$ cat config.mk
export PLATFORM = sky130hd
export DESIGN_NAME = regfile_wb_arbiter
export DESIGN_NICKNAME = d
export VERILOG_FILES = /design/src/rtl/rf_pkg.sv /design/src/rtl/wb_fifo.sv /design/src/rtl/regfile_wb_arbiter.sv
export SDC_FILE = /design/constraint.sdc
export NUM_CORES = 1
export LEC_CHECK = 0
export BUFFER_PORTS_ARGS = -buffer_cell sky130_fd_sc_hd__buf_2
export CAP_MARGIN = 20
export CORE_MARGIN = 2
export CORE_UTILIZATION = 51
export DETAILED_ROUTE_END_ITERATION = 7
export GPL_TIMING_DRIVEN = 0
export PLACE_DENSITY_LB_ADDON = 0.2
export SLEW_MARGIN = 20
export SYNTH_ARGS = -nofsm -noshare
export SYNTH_HDL_FRONTEND = slang
export SYNTH_SLANG_ARGS = --single-unit
$ cat constraint.sdc
create_clock -name clk -period 2.3 [get_ports clk]
set_input_delay 0.23 -clock clk [delete_from_list [all_inputs] [get_ports clk]]
set_output_delay 0.23 -clock clk [all_outputs]
set_load 0.05 [all_outputs]
$ cat src/rtl/rf_pkg.sv
// Shared types for the register-file write-side front end.
package rf_pkg;
   localparam int REG_AW = 5;
   localparam int XLEN   = 32;

   typedef struct packed {
      logic [REG_AW-1:0] rd;
      logic [XLEN-1:0]   data;
   } wb_req_t;

   typedef enum logic [1:0] {
      ST_IDLE   = 2'd0,
      ST_DRAIN  = 2'd1,
      ST_STARVE = 2'd2
   } arb_state_e;
endpackage

$ cat src/rtl/wb_fifo.sv
// Synchronous FIFO of wb_req_t with synchronous active-high reset.
// DEPTH must be a power of 2 so pointers wrap naturally.
import rf_pkg::*;

module wb_fifo #(
   parameter  int DEPTH = 4,
   localparam int AW    = $clog2(DEPTH),
   localparam int CW    = AW + 1
) (
   input  logic          clk,
   input  logic          rst,
   input  logic          push,
   input  logic          pop,
   input  wb_req_t       din,
   output wb_req_t       dout,
   output logic          full,
   output logic          empty,
   output logic [CW-1:0] count
);

   wb_req_t       mem_q [DEPTH];
   logic [AW-1:0] wr_ptr_q, wr_ptr_d;
   logic [AW-1:0] rd_ptr_q, rd_ptr_d;
   logic [CW-1:0] count_q, count_d;
   logic          push_ok, pop_ok;

   assign full    = (count_q == CW'(DEPTH));
   assign empty   = (count_q == '0);
   assign count   = count_q;
   assign dout    = mem_q[rd_ptr_q];
   assign push_ok = push && !full;
   assign pop_ok  = pop && !empty;

   always_comb begin
      wr_ptr_d = wr_ptr_q;
      rd_ptr_d = rd_ptr_q;
      count_d  = count_q;
      if (push_ok) wr_ptr_d = wr_ptr_q + AW'(1);
      if (pop_ok)  rd_ptr_d = rd_ptr_q + AW'(1);
      case ({push_ok, pop_ok})
         2'b10:   count_d = count_q + CW'(1);
         2'b01:   count_d = count_q - CW'(1);
         default: count_d = count_q;
      endcase
   end

   always_ff @(posedge clk) begin
      if (rst) begin
         wr_ptr_q <= '0;
         rd_ptr_q <= '0;
         count_q  <= '0;
      end else begin
         wr_ptr_q <= wr_ptr_d;
         rd_ptr_q <= rd_ptr_d;
         count_q  <= count_d;
      end
   end

   // Storage carries no reset; occupancy alone decides what is valid.
   always_ff @(posedge clk) begin
      if (push_ok) mem_q[wr_ptr_q] <= din;
   end

endmodule

$ cat src/rtl/regfile_wb_arbiter.sv
// Merges pipeline writeback (port A) and buffered long-latency results (port B)
// onto the register file write port. Optional macro: WB_BYPASS_EN.
import rf_pkg::*;

module regfile_wb_arbiter #(
   parameter  int XLEN       = rf_pkg::XLEN,
   parameter  int DEPTH      = 4,
   parameter  int STARVE_MAX = 8,
   localparam int CW         = $clog2(DEPTH) + 1
) (
   input  logic            clk,
   input  logic            rst,
   input  logic            a_valid,
   input  logic [4:0]      a_rd,
   input  logic [XLEN-1:0] a_data,
   input  logic            b_valid,
   output logic            b_ready,
   input  logic [4:0]      b_rd,
   input  logic [XLEN-1:0] b_data,
   output logic            rf_we,
   output logic [4:0]      rf_wa,
   output logic [XLEN-1:0] rf_wd,
   output logic            stall_req,
   output logic [CW-1:0]   fifo_count
);

   localparam int SW = $clog2(STARVE_MAX) + 1;
   localparam logic [SW-1:0] STARVE_THR = SW'(STARVE_MAX - 1);

   wb_req_t         b_req, head;
   logic            fifo_full, fifo_empty, fifo_push, fifo_pop;
   logic            a_win, b_push, bypass;
   logic            rf_we_q, rf_we_d;
   logic [4:0]      rf_wa_q, rf_wa_d;
   logic [XLEN-1:0] rf_wd_q, rf_wd_d;
   logic [SW-1:0]   starve_q, starve_d;
   arb_state_e      state_q, state_d;

   assign b_req.rd   = b_rd;
   assign b_req.data = b_data;

   // x0 writes from A leave the slot free for the FIFO.
   assign a_win   = a_valid && (a_rd != 5'd0);
   assign b_ready = !rst && !fifo_full;
   assign b_push  = b_valid && b_ready;

`ifdef WB_BYPASS_EN
   assign bypass = b_push && fifo_empty && !a_win;
`else
   assign bypass = 1'b0;
`endif

   assign fifo_push = b_push && !bypass;
   assign fifo_pop  = !a_win && !fifo_empty;

   wb_fifo #(.DEPTH(DEPTH)) u_fifo (
      .clk   (clk),
      .rst   (rst),
      .push  (fifo_push),
      .pop   (fifo_pop),
      .din   (b_req),
      .dout  (head),
      .full  (fifo_full),
      .empty (fifo_empty),
      .count (fifo_count)
   );

   always_comb begin
      rf_we_d = 1'b0;
      rf_wa_d = rf_wa_q;
      rf_wd_d = rf_wd_q;
      if (a_win) begin
         rf_we_d = 1'b1;
         rf_wa_d = a_rd;
         rf_wd_d = a_data;
      end else if (fifo_pop) begin
         rf_we_d = (head.rd != 5'd0);
         rf_wa_d = head.rd;
         rf_wd_d = head.data;
      end else if (bypass) begin
         rf_we_d = (b_rd != 5'd0);
         rf_wa_d = b_rd;
         rf_wd_d = b_data;
      end
   end

   always_comb begin
      starve_d = starve_q;
      if (fifo_pop || fifo_empty)
         starve_d = '0;
      else if (a_win && (starve_q < STARVE_THR))
         starve_d = starve_q + SW'(1);
   end

   // A pop leaves the FIFO empty only if it held one entry and nothing arrives.
   always_comb begin
      state_d = state_q;
      if (fifo_pop)
         state_d = ((fifo_count == CW'(1)) && !fifo_push) ? ST_IDLE : ST_DRAIN;
      else if (fifo_push && (state_q == ST_IDLE))
         state_d = ST_DRAIN;
      else if ((state_q == ST_DRAIN) && !fifo_empty && (starve_q >= STARVE_THR))
         state_d = ST_STARVE;
   end

   always_ff @(posedge clk) begin
      if (rst) begin
         rf_we_q  <= 1'b0;
         rf_wa_q  <= '0;
         rf_wd_q  <= '0;
         starve_q <= '0;
         state_q  <= ST_IDLE;
      end else begin
         rf_we_q  <= rf_we_d;
         rf_wa_q  <= rf_wa_d;
         rf_wd_q  <= rf_wd_d;
         starve_q <= starve_d;
         state_q  <= state_d;
      end
   end

   assign rf_we     = rf_we_q;
   assign rf_wa     = rf_wa_q;
   assign rf_wd     = rf_wd_q;
   assign stall_req = (state_q == ST_STARVE);

endmodule

==> flow_metrics.env, run 1 <==
export IMPL_status="completed"
export IMPL_cts_buffers=21
export IMPL_drc_errors=0
export IMPL_tightest_slew_ps=1060
export IMPL_critPathLaunchType="register"
export IMPL_syn_nets=577
export IMPL_firstDrtPassIters=5
export IMPL_grt_pass1_vias=5032
export IMPL_worstRegToRegCells=4
export IMPL_drt_wl_total_microns=16900
export IMPL_synth_cell_area_sq_mm=0.00773
export IMPL_layout_commonest_cell="edfxtp_1"
export IMPL_power_leakage_nw=3.53
export IMPL_area_growth_pct=25.6
export IMPL_peakVddDrop_v=0.000821
export IMPL_worstSetupPathType="register to register"
export IMPL_ant_nets=0
export IMPL_drt_iter0_drc=283
export IMPL_synth_cell_types=37
export IMPL_clockBufferDepth=3
export IMPL_tns_ps=0
export IMPL_cts_setup_buffers=0
export IMPL_slew_viol_final=0
export IMPL_cts_sinks=201
export IMPL_drv_cap=0
export IMPL_wl_per_cell_microns=19.4
export IMPL_drive_above_1_share_pct=31.3
export IMPL_min_path_type="input pin to register"
export IMPL_antenna_found_initial=0
export IMPL_clk_latency_ps=490
export IMPL_place_gp_congestion=0.774
export IMPL_htreeDepth=1
export IMPL_period_share_pct=94.8
export IMPL_n_antenna_cell=0
export IMPL_layout_common_cells="edfxtp_1, buf_2, dfxtp_1"
export IMPL_syn_area_per_cell_sq_um=15.8
export IMPL_clkSlewWorstSetupHoldPaths_ps=60
export IMPL_end_kind="register"
export IMPL_yosys_warnings=0
export IMPL_die_area_sq_mm=0.0162
export IMPL_setup_violations=0
export IMPL_pin_count=121
export IMPL_overflow=0
export IMPL_worstPathRequired_ps=2400
export IMPL_fin_nets=758
export IMPL_vias_per_cell=5.55
export IMPL_power_density_mw_per_mm2=1100
export IMPL_numPortBuffers=119
export IMPL_synth_top_area_share_pct=57.5
export IMPL_hpwlAfterDp_microns=10500
export IMPL_track_usage_pct=21.4
export IMPL_path_max_fanout=37
export IMPL_core_sq_mm=0.0150
export IMPL_hold_viol_final=0
export IMPL_yosysSeqAreaShare_pct=71.2
export IMPL_rsz0062_at_grt="false"
export IMPL_critical_path_arrival_ps=2280
export IMPL_syn_inst=489
export IMPL_n_fill_cell=1105
export IMPL_layout_min_cycle_time_ps=2180
export IMPL_fp_dieH_microns=127
export IMPL_totalPowerFinal_w=0.0106
export IMPL_via_count=4841
export IMPL_clock_root_buffer="clkbuf_16"
export IMPL_grt_max_degree=38
export IMPL_start_util_pct=51.5
export IMPL_fmax_mhz=459
export IMPL_cts_tree="done"
export IMPL_slew_headroom_pct=29.4
export IMPL_fin_worst_skew_ps=7.99
export IMPL_yosysTopAreaCell="edfxtp_1"
export IMPL_final_core_util_pct=64.6
export IMPL_whs_path_depth=3
export IMPL_ys_ff_latch=201
export IMPL_grt_pass1_wl_microns=26600
export IMPL_rows=45
export IMPL_die_w_microns=127
export IMPL_synth_area_leaders="edfxtp_1, dfxtp_1, mux4_2"
report_power, final:
| part | total, W | internal, W | switching (W) |
|---|---|---|---|
| sequential | 0.00437 | 0.00421 | 0.000157 |
| clock | 0.00344 | 0.00211 | 0.00133 |
| combinational | 0.00284 | 0.000979 | 0.00186 |
| total | 0.0106 | 0.00730 | 0.00335 |
cells by family (layout without fill, tap and decap cells):
group / after synthesis / count (layout) / share of synthesized area (%)
flops: 201 / 201 / 71.2
simple gates: 98 / 98 / 5.42
compound gates: 94 / 94 / 7.72
mux: 41 / 41 / 11.3
buf+inv: 41 / 236 / 2.33
fa+ha+maj: 10 / 10 / 1.62
xor+xnor: 4 / 4 / 0.453
path summary, 6_finish.rpt:
path              startpoint  slack [ps]                   to
max reg2reg  u_fifo.count[0]         120  u_fifo.mem_q[1][22]
min               a_data[10]          30            rf_wd[10]
min reg2reg      starve_q[3]         530          starve_q[3]
max          u_fifo.count[0]         120  u_fifo.mem_q[1][22]
repair_timing:
action	4_1_cts	5_1_grt
hold endpoints to repair	150	0
gates resized for setup	0	5
endpoints found under the setup margin	0	39
hold buffers	39	0
metal layers:
metal	global-route usage [%]	up-vias	routed length, microns	share of wire, %
li1	-	2252	-	-
met1	27.7	2411	7110	42
met2	37.2	155	8400	50
met3	3.98	23	1030	6.1
met4	6.40	0	343	2.0
met5	0	-	0	0
critical path, cell delays in order, from the launching register on:
cell     delay [ps]
dfxtp_4         370
inv_1            60
ha_2            220
a21oi_4         200
and3_2          930
synth_stat cells:
cell       number
a2111oi_0       1
a211oi_1       36
a21oi_1        42
a221oi_1        1
a22oi_1         1
a311oi_1        1
a31o_2          1
a31oi_1         2
and2_1          1
and3_1          4
buf_1           5
buf_2           6
buf_4           5
clkbuf_1       16
dfxtp_1        53
edfxtp_1      148
ha_1           10
inv_1           9
mux2i_1         4
mux4_2         37
nand2_1        38
nand2b_1        1
nand4b_1        1
nor2_1         42
nor2b_1         3
nor3_1          1
nor4_1          4
o211ai_1        1
o21a_1          1
o21ai_0         2
o21ai_1         1
o21ai_2         1
o31ai_1         3
or3_1           2
or4_4           1
xnor2_1         2
xor2_1          2
metrics by stage:
step	worst slack, ps	hold slack (ps)	area (sq um)	cells
after global routing	7.81	24.0	9710	872
final	120	25.2	9710	872
after detailed placement	-99.9	447	8610	796
after CTS	54.4	12.5	9700	872
after global placement	-93.6	440	8610	796
after floorplan	28.5	329	7770	489
cell type report:
class,instances,area [sq um],share of cell area (%)
clock inverters,9,124,1.28
inverters,9,33.8,0.348
well taps,188,235,2.42
clock buffers,28,582,5.99
plain buffers,32,149,1.53
flip-flops and latches,201,5510,56.8
repair buffers,158,986,10.2
multi-input cells,247,2090,21.5
registers in the layout, indices dropped and copies added, names as in the netlist, 2 cells and up, named ones only:
name,count
rf_wa,5
u_fifo.count,3
u_fifo.mem_q,148
u_fifo.wr_ptr_q,2
starve_q,4
rf_wd,32
state_q,2
u_fifo.rd_ptr_q,2
No activity file was read; power rests on OpenSTA's default activity.
==> run 2: changes to the inputs <==
--- a/config.mk
+++ b/config.mk
@@ -8,11 +8,11 @@
 export BUFFER_PORTS_ARGS = -buffer_cell sky130_fd_sc_hd__buf_2
 export CAP_MARGIN = 20
 export CORE_MARGIN = 2
-export CORE_UTILIZATION = 51
+export CORE_UTILIZATION = 50
 export DETAILED_ROUTE_END_ITERATION = 7
 export GPL_TIMING_DRIVEN = 0
 export PLACE_DENSITY_LB_ADDON = 0.2
-export SLEW_MARGIN = 20
+export SLEW_MARGIN = 30
 export SYNTH_ARGS = -nofsm -noshare
 export SYNTH_HDL_FRONTEND = slang
 export SYNTH_SLANG_ARGS = --single-unit
==> run 2 against run 1 <==
Against the previous run: critical path depth is 4 higher; sequential share of layout area is 0.23 points higher; clock power is 8.1% lower; worst setup slack worse by 18 ps; combinational power hardly changed; sequential power hardly changed; non-clock buffer count stayed put; wire length is 0.17% higher; cell area is 0.41% lower; die area is 1.9% higher; first-iteration DRC count is 7.8% higher.
==> flow_metrics.env, run 2 (same netlist as run 1, synthesis figures left out) <==
export IMPL_worstSetupPathType="register to register"
export IMPL_worstPathRequired_ps=2720
export IMPL_fp_dieH_microns=128
export IMPL_clockBufferDepth=3
export IMPL_tightest_slew_ps=694
export IMPL_rsz0062_at_grt="true"
export IMPL_slew_viol_final=0
export IMPL_layout_commonest_cell="edfxtp_1"
export IMPL_register_area_sq_mm=0.00551
export IMPL_setup_violations=0
export IMPL_fmax_mhz=455
export IMPL_drive_above_1_share_pct=31.7
export IMPL_grt_pass1_vias=5083
export IMPL_rows=45
export IMPL_pin_count=121
export IMPL_fin_cells=874
export IMPL_peakVddDrop_v=0.000673
export IMPL_antenna_found_initial=0
export IMPL_track_usage_pct=21.2
export IMPL_numPortBuffers=119
export IMPL_clk_latency_ps=490
export IMPL_power_density_mw_per_mm2=1070
export IMPL_drt_iter0_drc=305
export IMPL_fin_nets=758
export IMPL_wl_per_cell_microns=19.4
export IMPL_die_w_microns=128
export IMPL_cp_slowest_stage_delay_ps=370
export IMPL_fin_worst_skew_ps=6.69
export IMPL_tns_ps=0
export IMPL_largest_register_ffs=148
export IMPL_core_sq_mm=0.0151
export IMPL_crit_path_top_delay_cell="clkbuf_1"
export IMPL_n_fill_cell=1124
export IMPL_hpwlAfterDp_microns=10500
export IMPL_overflow=0
export IMPL_status="completed"
export IMPL_clkSlewWorstSetupHoldPaths_ps=60
export IMPL_area_growth_pct=25.1
export IMPL_vias_per_cell=5.53
export IMPL_drt_wl_total_microns=16900
export IMPL_power_leakage_nw=3.52
export IMPL_path_cells="inv_1 > ha_2 > nor2b_1 > clkbuf_1 > nor2_2 > ha_4 > or3_1 > a21oi_1"
export IMPL_hold_viol_final=0
export IMPL_grt_max_degree=38
export IMPL_drc_errors=0
export IMPL_firstDrtPassIters=4
export IMPL_die_area_sq_mm=0.0165
export IMPL_regMostFlops="u_fifo.mem_q"
export IMPL_drv_cap=0
export IMPL_htreeDepth=1
export IMPL_cts_tree="done"
export IMPL_slew_headroom_pct=53.7
export IMPL_critical_path_arrival_ps=2610
export IMPL_layout_common_cells="edfxtp_1, buf_2, dfxtp_1"
export IMPL_start_util_pct=51.1
export IMPL_crit_family="simple AND/OR/NAND/NOR gates"
export IMPL_placedCellCount=796
export IMPL_min_path_type="input pin to register"
export IMPL_reg2reg_slack_ps=100
export IMPL_period_share_pct=95.5
export IMPL_grt_pass1_wl_microns=26600
export IMPL_cts_sinks=201
export IMPL_multi_input_area_sq_mm=0.00210
export IMPL_layout_min_cycle_time_ps=2200
export IMPL_critPathLaunchType="register"
export IMPL_cts_buffers=21
export IMPL_path_buf_inv=2
export IMPL_path_max_fanout=8
export IMPL_clock_root_buffer="clkbuf_16"
export IMPL_place_gp_congestion=0.778
export IMPL_ant_nets=0
export IMPL_via_count=4834
export IMPL_end_kind="register"
-- run 2: changes by cell type in the layout (fill, tap and decap cells not counted), sizes merged --
cell / previous run / this run
bufinv: 3 / 0
clkbuf: 44 / 48
clkinv: 5 / 6
inv: 9 / 10
buf: 135 / 133
diode: 0 / 1
-- run 2: power breakdown --
group | switching (W) | total [W] | leakage (nW) | internal [W]
logic | 0.00188 | 0.00286 | 1.41 | 0.000988
clock network | 0.00132 | 0.00316 | 0.323 | 0.00184
registers | 0.000150 | 0.00436 | 1.78 | 0.00421
-- run 2: what timing repair did --
action / CTS / global route
gates resized for setup: 0 / 5
setup endpoints to repair: 0 / 16
hold buffers: 39 / 0
hold endpoints to repair: 150 / 0
buffers inserted: 0 / 0
-- run 2: layout make-up --
cell class	instances	share of cell area (%)
Buffer	32	1.57
Clock buffer	30	6.30
Multi-Input combinational cell	247	21.7
Antenna cell	1	0.0259
Inverter	9	0.349
Tap cell	188	2.43
Clock inverter	8	0.453
Sequential cell	201	57.0
Timing Repair Buffer	158	10.2
-- run 2: tightest hold or removal path: stages --
cell	delay (ps)
buf_2	90
nor2_1	90
a211oi_1	50
-- run 2: final timing paths --
kind / start / endpoint / depth (start not counted)
max: u_fifo.count[0] / u_fifo.count[2] / 8
min: a_data[28] / rf_wd[28] / 3
min reg2reg: starve_q[3] / starve_q[3] / 2
max reg2reg: u_fifo.count[0] / u_fifo.count[2] / 8
-- run 2: per-stage QoR --
| step | hold slack [ps] | setup WS, ps | total power (W) | utilization (%) | area [sq um] |
|---|---|---|---|---|---|
| after floorplan | 329 | 28.5 | 0.00646 | - | 7770 |
| after detailed placement | 448 | -142 | 0.00725 | 56.9 | 8620 |
| after global placement | 438 | -98.9 | 0.00719 | 56.8 | 8610 |
| final | 23.3 | 103 | 0.0104 | 63.9 | 9670 |
| after global routing | 25.2 | -58.0 | 0.0109 | 63.8 | 9670 |
| after CTS | 10.2 | 46.2 | 0.0104 | 63.8 | 9660 |
-- run 2: per-layer routing --
| layer | wire, microns | vias up | share of wire (%) | global-route usage (%) |
|---|---|---|---|---|
| met4 | 448 | 0 | 2.6 | 8.34 |
| met5 | 0 | - | 0 | 0 |
| met1 | 7180 | 2400 | 42 | 28.1 |
| met3 | 872 | 34 | 5.2 | 3.99 |
| met2 | 8420 | 149 | 50 | 35.2 |
| li1 | - | 2251 | - | - |
